[src/rtl/mem_arbiter_if.sv]
// Cache-side and memory-side signal bundle for mem_arbiter.
// The arbiter takes the master view; caches and memory take the slave view.
interface mem_arbiter_if #(
  parameter int IDX_W = 3
);
  logic             i_req;
  logic [15:0]      i_addr;
  logic             i_fill_valid;
  logic             i_done;
  logic             d_req;
  logic             d_wr;
  logic [15:0]      d_addr;
  logic [15:0]      d_wdata;
  logic             d_fill_valid;
  logic             d_done;
  logic [15:0]      fill_data;
  logic [IDX_W-1:0] fill_idx;
  logic             busy;
  logic             mem_en;
  logic             mem_wr;
  logic [15:0]      mem_addr;
  logic [15:0]      mem_wdata;
  logic [15:0]      mem_rdata;
  logic             mem_rvalid;

  modport master (
    input  i_req, i_addr,
    input  d_req, d_wr, d_addr, d_wdata,
    input  mem_rdata, mem_rvalid,
    output i_fill_valid, i_done,
    output d_fill_valid, d_done,
    output fill_data, fill_idx, busy,
    output mem_en, mem_wr, mem_addr, mem_wdata
  );

  modport slave (
    output i_req, i_addr,
    output d_req, d_wr, d_addr, d_wdata,
    output mem_rdata, mem_rvalid,
    input  i_fill_valid, i_done,
    input  d_fill_valid, d_done,
    input  fill_data, fill_idx, busy,
    input  mem_en, mem_wr, mem_addr, mem_wdata
  );
endinterface

[src/rtl/mem_arbiter.sv]
// Shares one pipelined memory between the I-cache and D-cache handlers:
// burst line fills for either side, single-word writes for the D side.
module mem_arbiter #(
  parameter int LINE_WORDS = 8,
  parameter int IDX_W      = 3
) (
  input  logic          clk,
  input  logic          rst_n,
  mem_arbiter_if.master bus
);

  localparam int CNT_W = IDX_W + 1;
  localparam logic [CNT_W-1:0] NWORDS = CNT_W'(LINE_WORDS);
  localparam logic [CNT_W-1:0] LAST   = CNT_W'(LINE_WORDS - 1);
  localparam logic [CNT_W-1:0] ONE    = CNT_W'(1);

  typedef enum logic [2:0] {
    S_IDLE,
    S_IFILL,
    S_DFILL,
    S_DWRITE,
    S_DONE
  } state_t;

  state_t           state_q, state_d;
  logic [CNT_W-1:0] issue_q, issue_d;
  logic [CNT_W-1:0] recv_q, recv_d;
  logic [15:0]      base_q, base_d;
  logic [15:0]      wdata_q, wdata_d;

  logic             i_fv, d_fv;
  logic             i_dn, d_dn;
  logic             en, wr;
  logic [15:0]      addr, wdat, fdata;
  logic [IDX_W-1:0] fidx;

  // State, counters and latched request fields.
  always_ff @(posedge clk or negedge rst_n) begin
    if (!rst_n) begin
      state_q <= S_IDLE;
      issue_q <= '0;
      recv_q  <= '0;
      base_q  <= '0;
      wdata_q <= '0;
    end else begin
      state_q <= state_d;
      issue_q <= issue_d;
      recv_q  <= recv_d;
      base_q  <= base_d;
      wdata_q <= wdata_d;
    end
  end

  // Grant, issue/return sequencing and all outputs.
  always_comb begin
    state_d = state_q;
    issue_d = issue_q;
    recv_d  = recv_q;
    base_d  = base_q;
    wdata_d = wdata_q;
    i_fv    = 1'b0;
    d_fv    = 1'b0;
    i_dn    = 1'b0;
    d_dn    = 1'b0;
    en      = 1'b0;
    wr      = 1'b0;
    addr    = '0;
    wdat    = '0;
    fdata   = '0;
    fidx    = '0;
    unique case (state_q)
      S_IDLE: begin
        issue_d = '0;
        recv_d  = '0;
        if (bus.d_req) begin
          wdata_d = bus.d_wdata;
          if (bus.d_wr) begin
            state_d = S_DWRITE;
            base_d  = {bus.d_addr[15:1], 1'b0};
          end else begin
            state_d = S_DFILL;
            base_d  = bus.d_addr & 16'hFFF0;
          end
        end else if (bus.i_req) begin
          state_d = S_IFILL;
          base_d  = bus.i_addr & 16'hFFF0;
        end
      end
      S_IFILL, S_DFILL: begin
        if (issue_q < NWORDS) begin
          en      = 1'b1;
          addr    = base_q + 16'({issue_q, 1'b0});
          issue_d = issue_q + ONE;
        end
        if (bus.mem_rvalid) begin
          fidx   = recv_q[IDX_W-1:0];
          fdata  = bus.mem_rdata;
          recv_d = recv_q + ONE;
          if (state_q == S_IFILL) begin
            i_fv = 1'b1;
          end else begin
            d_fv = 1'b1;
          end
          if (recv_q == LAST) begin
            state_d = S_DONE;
            if (state_q == S_IFILL) begin
              i_dn = 1'b1;
            end else begin
              d_dn = 1'b1;
            end
          end
        end
      end
      S_DWRITE: begin
        en      = 1'b1;
        wr      = 1'b1;
        addr    = base_q;
        wdat    = wdata_q;
        d_dn    = 1'b1;
        state_d = S_DONE;
      end
      S_DONE: begin
        state_d = S_IDLE;
      end
      default: begin
        state_d = S_IDLE;
      end
    endcase
  end

  assign bus.i_fill_valid = i_fv;
  assign bus.d_fill_valid = d_fv;
  assign bus.i_done       = i_dn;
  assign bus.d_done       = d_dn;
  assign bus.fill_data    = fdata;
  assign bus.fill_idx     = fidx;
  assign bus.busy         = (state_q != S_IDLE);
  assign bus.mem_en       = en;
  assign bus.mem_wr       = wr;
  assign bus.mem_addr     = addr;
  assign bus.mem_wdata    = wdat;

endmodule

[src/flat_wrapper.sv]
// flat-port wrapper written by rule: the top's interface ports become plain ports
module mem_arbiter_flat 
#(
  parameter int LINE_WORDS = 8,
  parameter int IDX_W      = 3
)
  (clk, rst_n, bus_i_req, bus_i_addr, bus_d_req, bus_d_wr, bus_d_addr, bus_d_wdata, bus_mem_rdata, bus_mem_rvalid, bus_i_fill_valid, bus_i_done, bus_d_fill_valid, bus_d_done, bus_fill_data, bus_fill_idx, bus_busy, bus_mem_en, bus_mem_wr, bus_mem_addr, bus_mem_wdata);
  mem_arbiter_if #(.IDX_W(IDX_W)) bus_i ();
  input  logic clk;
  input  logic rst_n;
  input wire logic [$bits(bus_i.i_req)-1:0] bus_i_req;
  input wire logic [$bits(bus_i.i_addr)-1:0] bus_i_addr;
  input wire logic [$bits(bus_i.d_req)-1:0] bus_d_req;
  input wire logic [$bits(bus_i.d_wr)-1:0] bus_d_wr;
  input wire logic [$bits(bus_i.d_addr)-1:0] bus_d_addr;
  input wire logic [$bits(bus_i.d_wdata)-1:0] bus_d_wdata;
  input wire logic [$bits(bus_i.mem_rdata)-1:0] bus_mem_rdata;
  input wire logic [$bits(bus_i.mem_rvalid)-1:0] bus_mem_rvalid;
  output wire logic [$bits(bus_i.i_fill_valid)-1:0] bus_i_fill_valid;
  output wire logic [$bits(bus_i.i_done)-1:0] bus_i_done;
  output wire logic [$bits(bus_i.d_fill_valid)-1:0] bus_d_fill_valid;
  output wire logic [$bits(bus_i.d_done)-1:0] bus_d_done;
  output wire logic [$bits(bus_i.fill_data)-1:0] bus_fill_data;
  output wire logic [$bits(bus_i.fill_idx)-1:0] bus_fill_idx;
  output wire logic [$bits(bus_i.busy)-1:0] bus_busy;
  output wire logic [$bits(bus_i.mem_en)-1:0] bus_mem_en;
  output wire logic [$bits(bus_i.mem_wr)-1:0] bus_mem_wr;
  output wire logic [$bits(bus_i.mem_addr)-1:0] bus_mem_addr;
  output wire logic [$bits(bus_i.mem_wdata)-1:0] bus_mem_wdata;
  assign bus_i.i_req = bus_i_req;
  assign bus_i.i_addr = bus_i_addr;
  assign bus_i.d_req = bus_d_req;
  assign bus_i.d_wr = bus_d_wr;
  assign bus_i.d_addr = bus_d_addr;
  assign bus_i.d_wdata = bus_d_wdata;
  assign bus_i.mem_rdata = bus_mem_rdata;
  assign bus_i.mem_rvalid = bus_mem_rvalid;
  assign bus_i_fill_valid = bus_i.i_fill_valid;
  assign bus_i_done = bus_i.i_done;
  assign bus_d_fill_valid = bus_i.d_fill_valid;
  assign bus_d_done = bus_i.d_done;
  assign bus_fill_data = bus_i.fill_data;
  assign bus_fill_idx = bus_i.fill_idx;
  assign bus_busy = bus_i.busy;
  assign bus_mem_en = bus_i.mem_en;
  assign bus_mem_wr = bus_i.mem_wr;
  assign bus_mem_addr = bus_i.mem_addr;
  assign bus_mem_wdata = bus_i.mem_wdata;
  mem_arbiter #(.LINE_WORDS(LINE_WORDS), .IDX_W(IDX_W)) u_core (.clk(clk), .rst_n(rst_n), .bus(bus_i));
endmodule
[config.mk]
export PLATFORM = sky130hd
export DESIGN_NAME = mem_arbiter_flat
export DESIGN_NICKNAME = d
export VERILOG_FILES = /design/src/rtl/mem_arbiter_if.sv /design/src/rtl/mem_arbiter.sv /design/src/flat_wrapper.sv
export SDC_FILE = /design/constraint.sdc
export NUM_CORES = 1
export LEC_CHECK = 0
export BUFFER_PORTS_ARGS = -buffer_cell sky130_fd_sc_hd__buf_2
export CORE_MARGIN = 8
export CORE_UTILIZATION = 43
export CTS_BUF_LIST = sky130_fd_sc_hd__clkbuf_8
export DETAILED_ROUTE_END_ITERATION = 16
export GPL_TIMING_DRIVEN = 1
export PLACE_DENSITY = 0.79
export SKIP_LAST_GASP = 1
export SYNTH_ARGS = -nofsm -noshare
export SYNTH_HDL_FRONTEND = slang
export SYNTH_SLANG_ARGS = --single-unit
[constraint.sdc]
create_clock -name clk -period 2.1 [get_ports clk]
set_input_delay 0.21 -clock clk [delete_from_list [all_inputs] [get_ports clk]]
set_output_delay 0.21 -clock clk [all_outputs]
set_load 0.05 [all_outputs]
==> flow_summary.json <==
{
  "reg2reg_to": "u_core.wdata_q[7]",
  "synth_edf_count": 0,
  "post-route-period-util_pct": 120,
  "grt_max_degree": 28,
  "async_flop_share_pct": 100,
  "yosys_warnings": 0,
  "drcViolationCount": 0,
  "regToRegStartpoint": "u_core.state_q[0]",
  "cp_max_fo": 3,
  "hold_path.startpoint": "bus_d_wdata[0]",
  "postLayoutCellArea_um2": 4270,
  "synth.distinct_cells": 43,
  "min_to": "u_core.wdata_q[0]",
  "ys_seq_elements": 42,
  "reg2reg_depth": 6,
  "startpoint": "u_core.base_q[1]",
  "synthCells": 281,
  "ir_drop_mv": 1.40,
  "drtAntennaViolNets": 0,
  "grt-ovfl-total": 0,
  "routed_wl_mm": 9.24,
  "slew_headroom_pct": 56.9,
  "synth_fp_nets": 358,
  "p_per_area_nw_per_um2": 1900,
  "htreeDepth": 2,
  "clockBufferDepth": 2,
  "firstDrtPassIters": 4,
  "worstHoldPathCells": 2,
  "fin_crit_ps": 2510,
  "ys.flop_type": "dfrtp_1",
  "area_delta_synth_final_pct": 65.1,
  "fmax_mhz": 398,
  "critPathArrivalTime_ps": 2300,
  "rsz0062_at_grt": "yes",
  "finalSetupViolCount": 23,
  "critPathKind": "reg2out",
  "clock_sinks": 42,
  "yosysTopAreaCellShare_pct": 40.6,
  "reg2reg_slack_ps": 250,
  "die_x_um": 93.6,
  "rows": 28,
  "path_clk_slew_ps": 80,
  "finalSetupTns_ps": -3690,
  "grt_antenna_before_repair": 0,
  "synth.top_cells.by_area": "dfrtp_1 (41%), and2_1 (9.4%), o21ai_0 (7.5%)",
  "drt_iter0_drc": 226,
  "place.gp.congestion": 0.820,
  "tightest_slew_ps": 646,
  "fin_util_pct": 72.6,
  "holdCritPathClass": "in2reg",
  "core-area_um2": 5890,
  "grt_use_total_pct": 18.2,
  "status": "finished with violations",
  "required_ps": 1890,
  "grt_pass1_vias": 2766,
  "die_area_um2": 8760,
  "cts_buffers": 5,
  "grt_first_pass_wirelength_mm": 12.9,
  "drv_slew": 0,
  "cp-end-kind": "output port",
  "drive_gt1_share_pct": 55.2,
  "maxCapViolations": 0,
  "root_buffer": "clkbuf_8",
  "die_height_um": 93.6,
  "syn_area_per_cell_um2": 9.21,
  "nNetsFinal": 525,
  "dp_hpwl_mm": 5.91,
  "cts_tree": "built",
  "placement.io_buffers": 121,
  "critPathLaunchType": "flip-flop",
  "drt-vias-per-instance": 5.41,
  "vias": 2833,
  "io_pins": 128,
  "synth_area_um2": 2590,
  "synthTopCellsByCount": "dfrtp_1 (42), and2_1 (39), o21ai_0 (39), nand2_1 (31), mux2_2 (16)",
  "fin_skew_ps": 3.67,
  "p_total_mw": 8.13,
  "ys_seq_area_share_pct": 40.6,
  "setup_ws_ps": -413,
  "synth_area_leader_cell": "dfrtp_1",
  "hold_viol_final": 0,
  "worstSkewPairLatency_ps": 290,
  "start_util_pct": 44.0,
  "n_antenna_cell": 0,
  "dpl_cell_area_um2": 3590,
  "leakagePower_nw": 2.12,
  "routedWlPerCell_um": 17.6,
  "yosysMostFrequentCell": "dfrtp_1",
  "violations": "setup timing"
}
[per-layer routing]
layer	share of wire, %	vias up	wire length [um]	track usage, %
met4	1.8	0	167	7.13
met2	53	147	4870	31.7
met5	0	-	0	0
li1	-	1322	-	-
met1	36	1343	3370	20.2
met3	9.0	21	831	5.85
[metrics by stage]
step	hold WS, ps	instances	setup slack [ps]
final	142	524	-413
after global routing	125	524	-535
after CTS	131	508	-415
after detailed placement	255	492	-309
after global placement	263	492	-198
after floorplan	-85.6	281	-266
[registers in the layout, summed over array words and instances, names as in the netlist]
name and cells:
u_core.wdata_q 16, u_core.base_q 15, u_core.recv_q 4, u_core.state_q 3, u_core.issue_q 4
[worst max-delay path by stage]
stage | end | slack [ps] | cells after the start
floorplan | bus_mem_addr[9] | -270 | 7
global placement | bus_mem_addr[9] | -200 | 9
detailed placement | bus_mem_addr[9] | -310 | 9
CTS | bus_mem_addr[9] | -420 | 10
global route | bus_mem_addr[13] | -540 | 11
finish | bus_mem_addr[11] | -410 | 11
[power by group]
part	internal [mW]	total (mW)	switching (mW)
Combinational	2.48	5.95	3.47
Sequential	1.18	1.55	0.364
Clock	0.350	0.637	0.287
Total	4.01	8.13	4.12
[cells by family (layout without fill, tap and decap cells)]
group           Yosys count  in the layout  share of synthesized area, %
simple gates            103            103                          20.9
compound gates           69             69                          16.5
flops                    42             42                          40.6
mux                      29             29                          12.0
buf+inv                  26            194                          4.83
fa+ha+maj                 7              7                          3.67
xor+xnor                  4              4                          1.35
other cells               1              1                         0.145
[placed cells by master (no fill, tap or decap), types with 2 or more instances in the layout]
cell type | Yosys | routed
xor2_1 | 3 | 3
nor3_1 | 4 | 2
o21ai_2 | 0 | 6
a211oi_1 | 3 | 2
buf_8 | 0 | 8
inv_1 | 7 | 6
a21oi_1 | 7 | 5
buf_4 | 4 | 51
buf_2 | 4 | 88
o21ai_0 | 39 | 20
dfrtp_1 | 42 | 42
a31oi_1 | 4 | 3
buf_6 | 1 | 29
nand2_2 | 0 | 3
clkinvlp_4 | 0 | 2
a41oi_2 | 0 | 2
ha_4 | 0 | 2
nand2_1 | 31 | 28
and2_4 | 0 | 9
o21ai_4 | 0 | 4
a32o_1 | 4 | 3
o21ai_1 | 1 | 10
nor3_2 | 1 | 3
clkbuf_8 | 0 | 5
nor2_1 | 8 | 8
ha_1 | 6 | 3
nand3_1 | 6 | 6
mux2i_1 | 13 | 13
o41ai_4 | 0 | 2
and2_1 | 39 | 30
nand4_1 | 5 | 5
mux2_2 | 16 | 16
[what timing repair did]
item                                    4_1_cts  5_1_grt
endpoints found under the setup margin       32       33
buffers inserted                              8       16
hold buffers                                  1        0
endpoints found under the hold margin        25        0
resized for setup                            53       64
pin swaps                                    10       12
gates cloned                                  0        1
[layout make-up]
class	count	area [um^2]
clock buffers	5	68.8
clock inverters	3	41.3
fillers	409	1610
inverters	7	30.0
multi-input cells	213	1680
flip-flops and latches	42	1050
well taps	75	93.8
repair buffers	179	1310
[worst max-delay path, cell delays in order (launching register included)]
cell	delay (ps)
dfrtp_1	360
ha_2	190
inv_2	40
fa_2	330
nand2b_4	160
a21oi_4	140
buf_4	150
buf_6	100
a31oi_1	80
o21ai_1	220
o21ai_4	90
buf_6	160
Power figures use the tool's default switching activity.
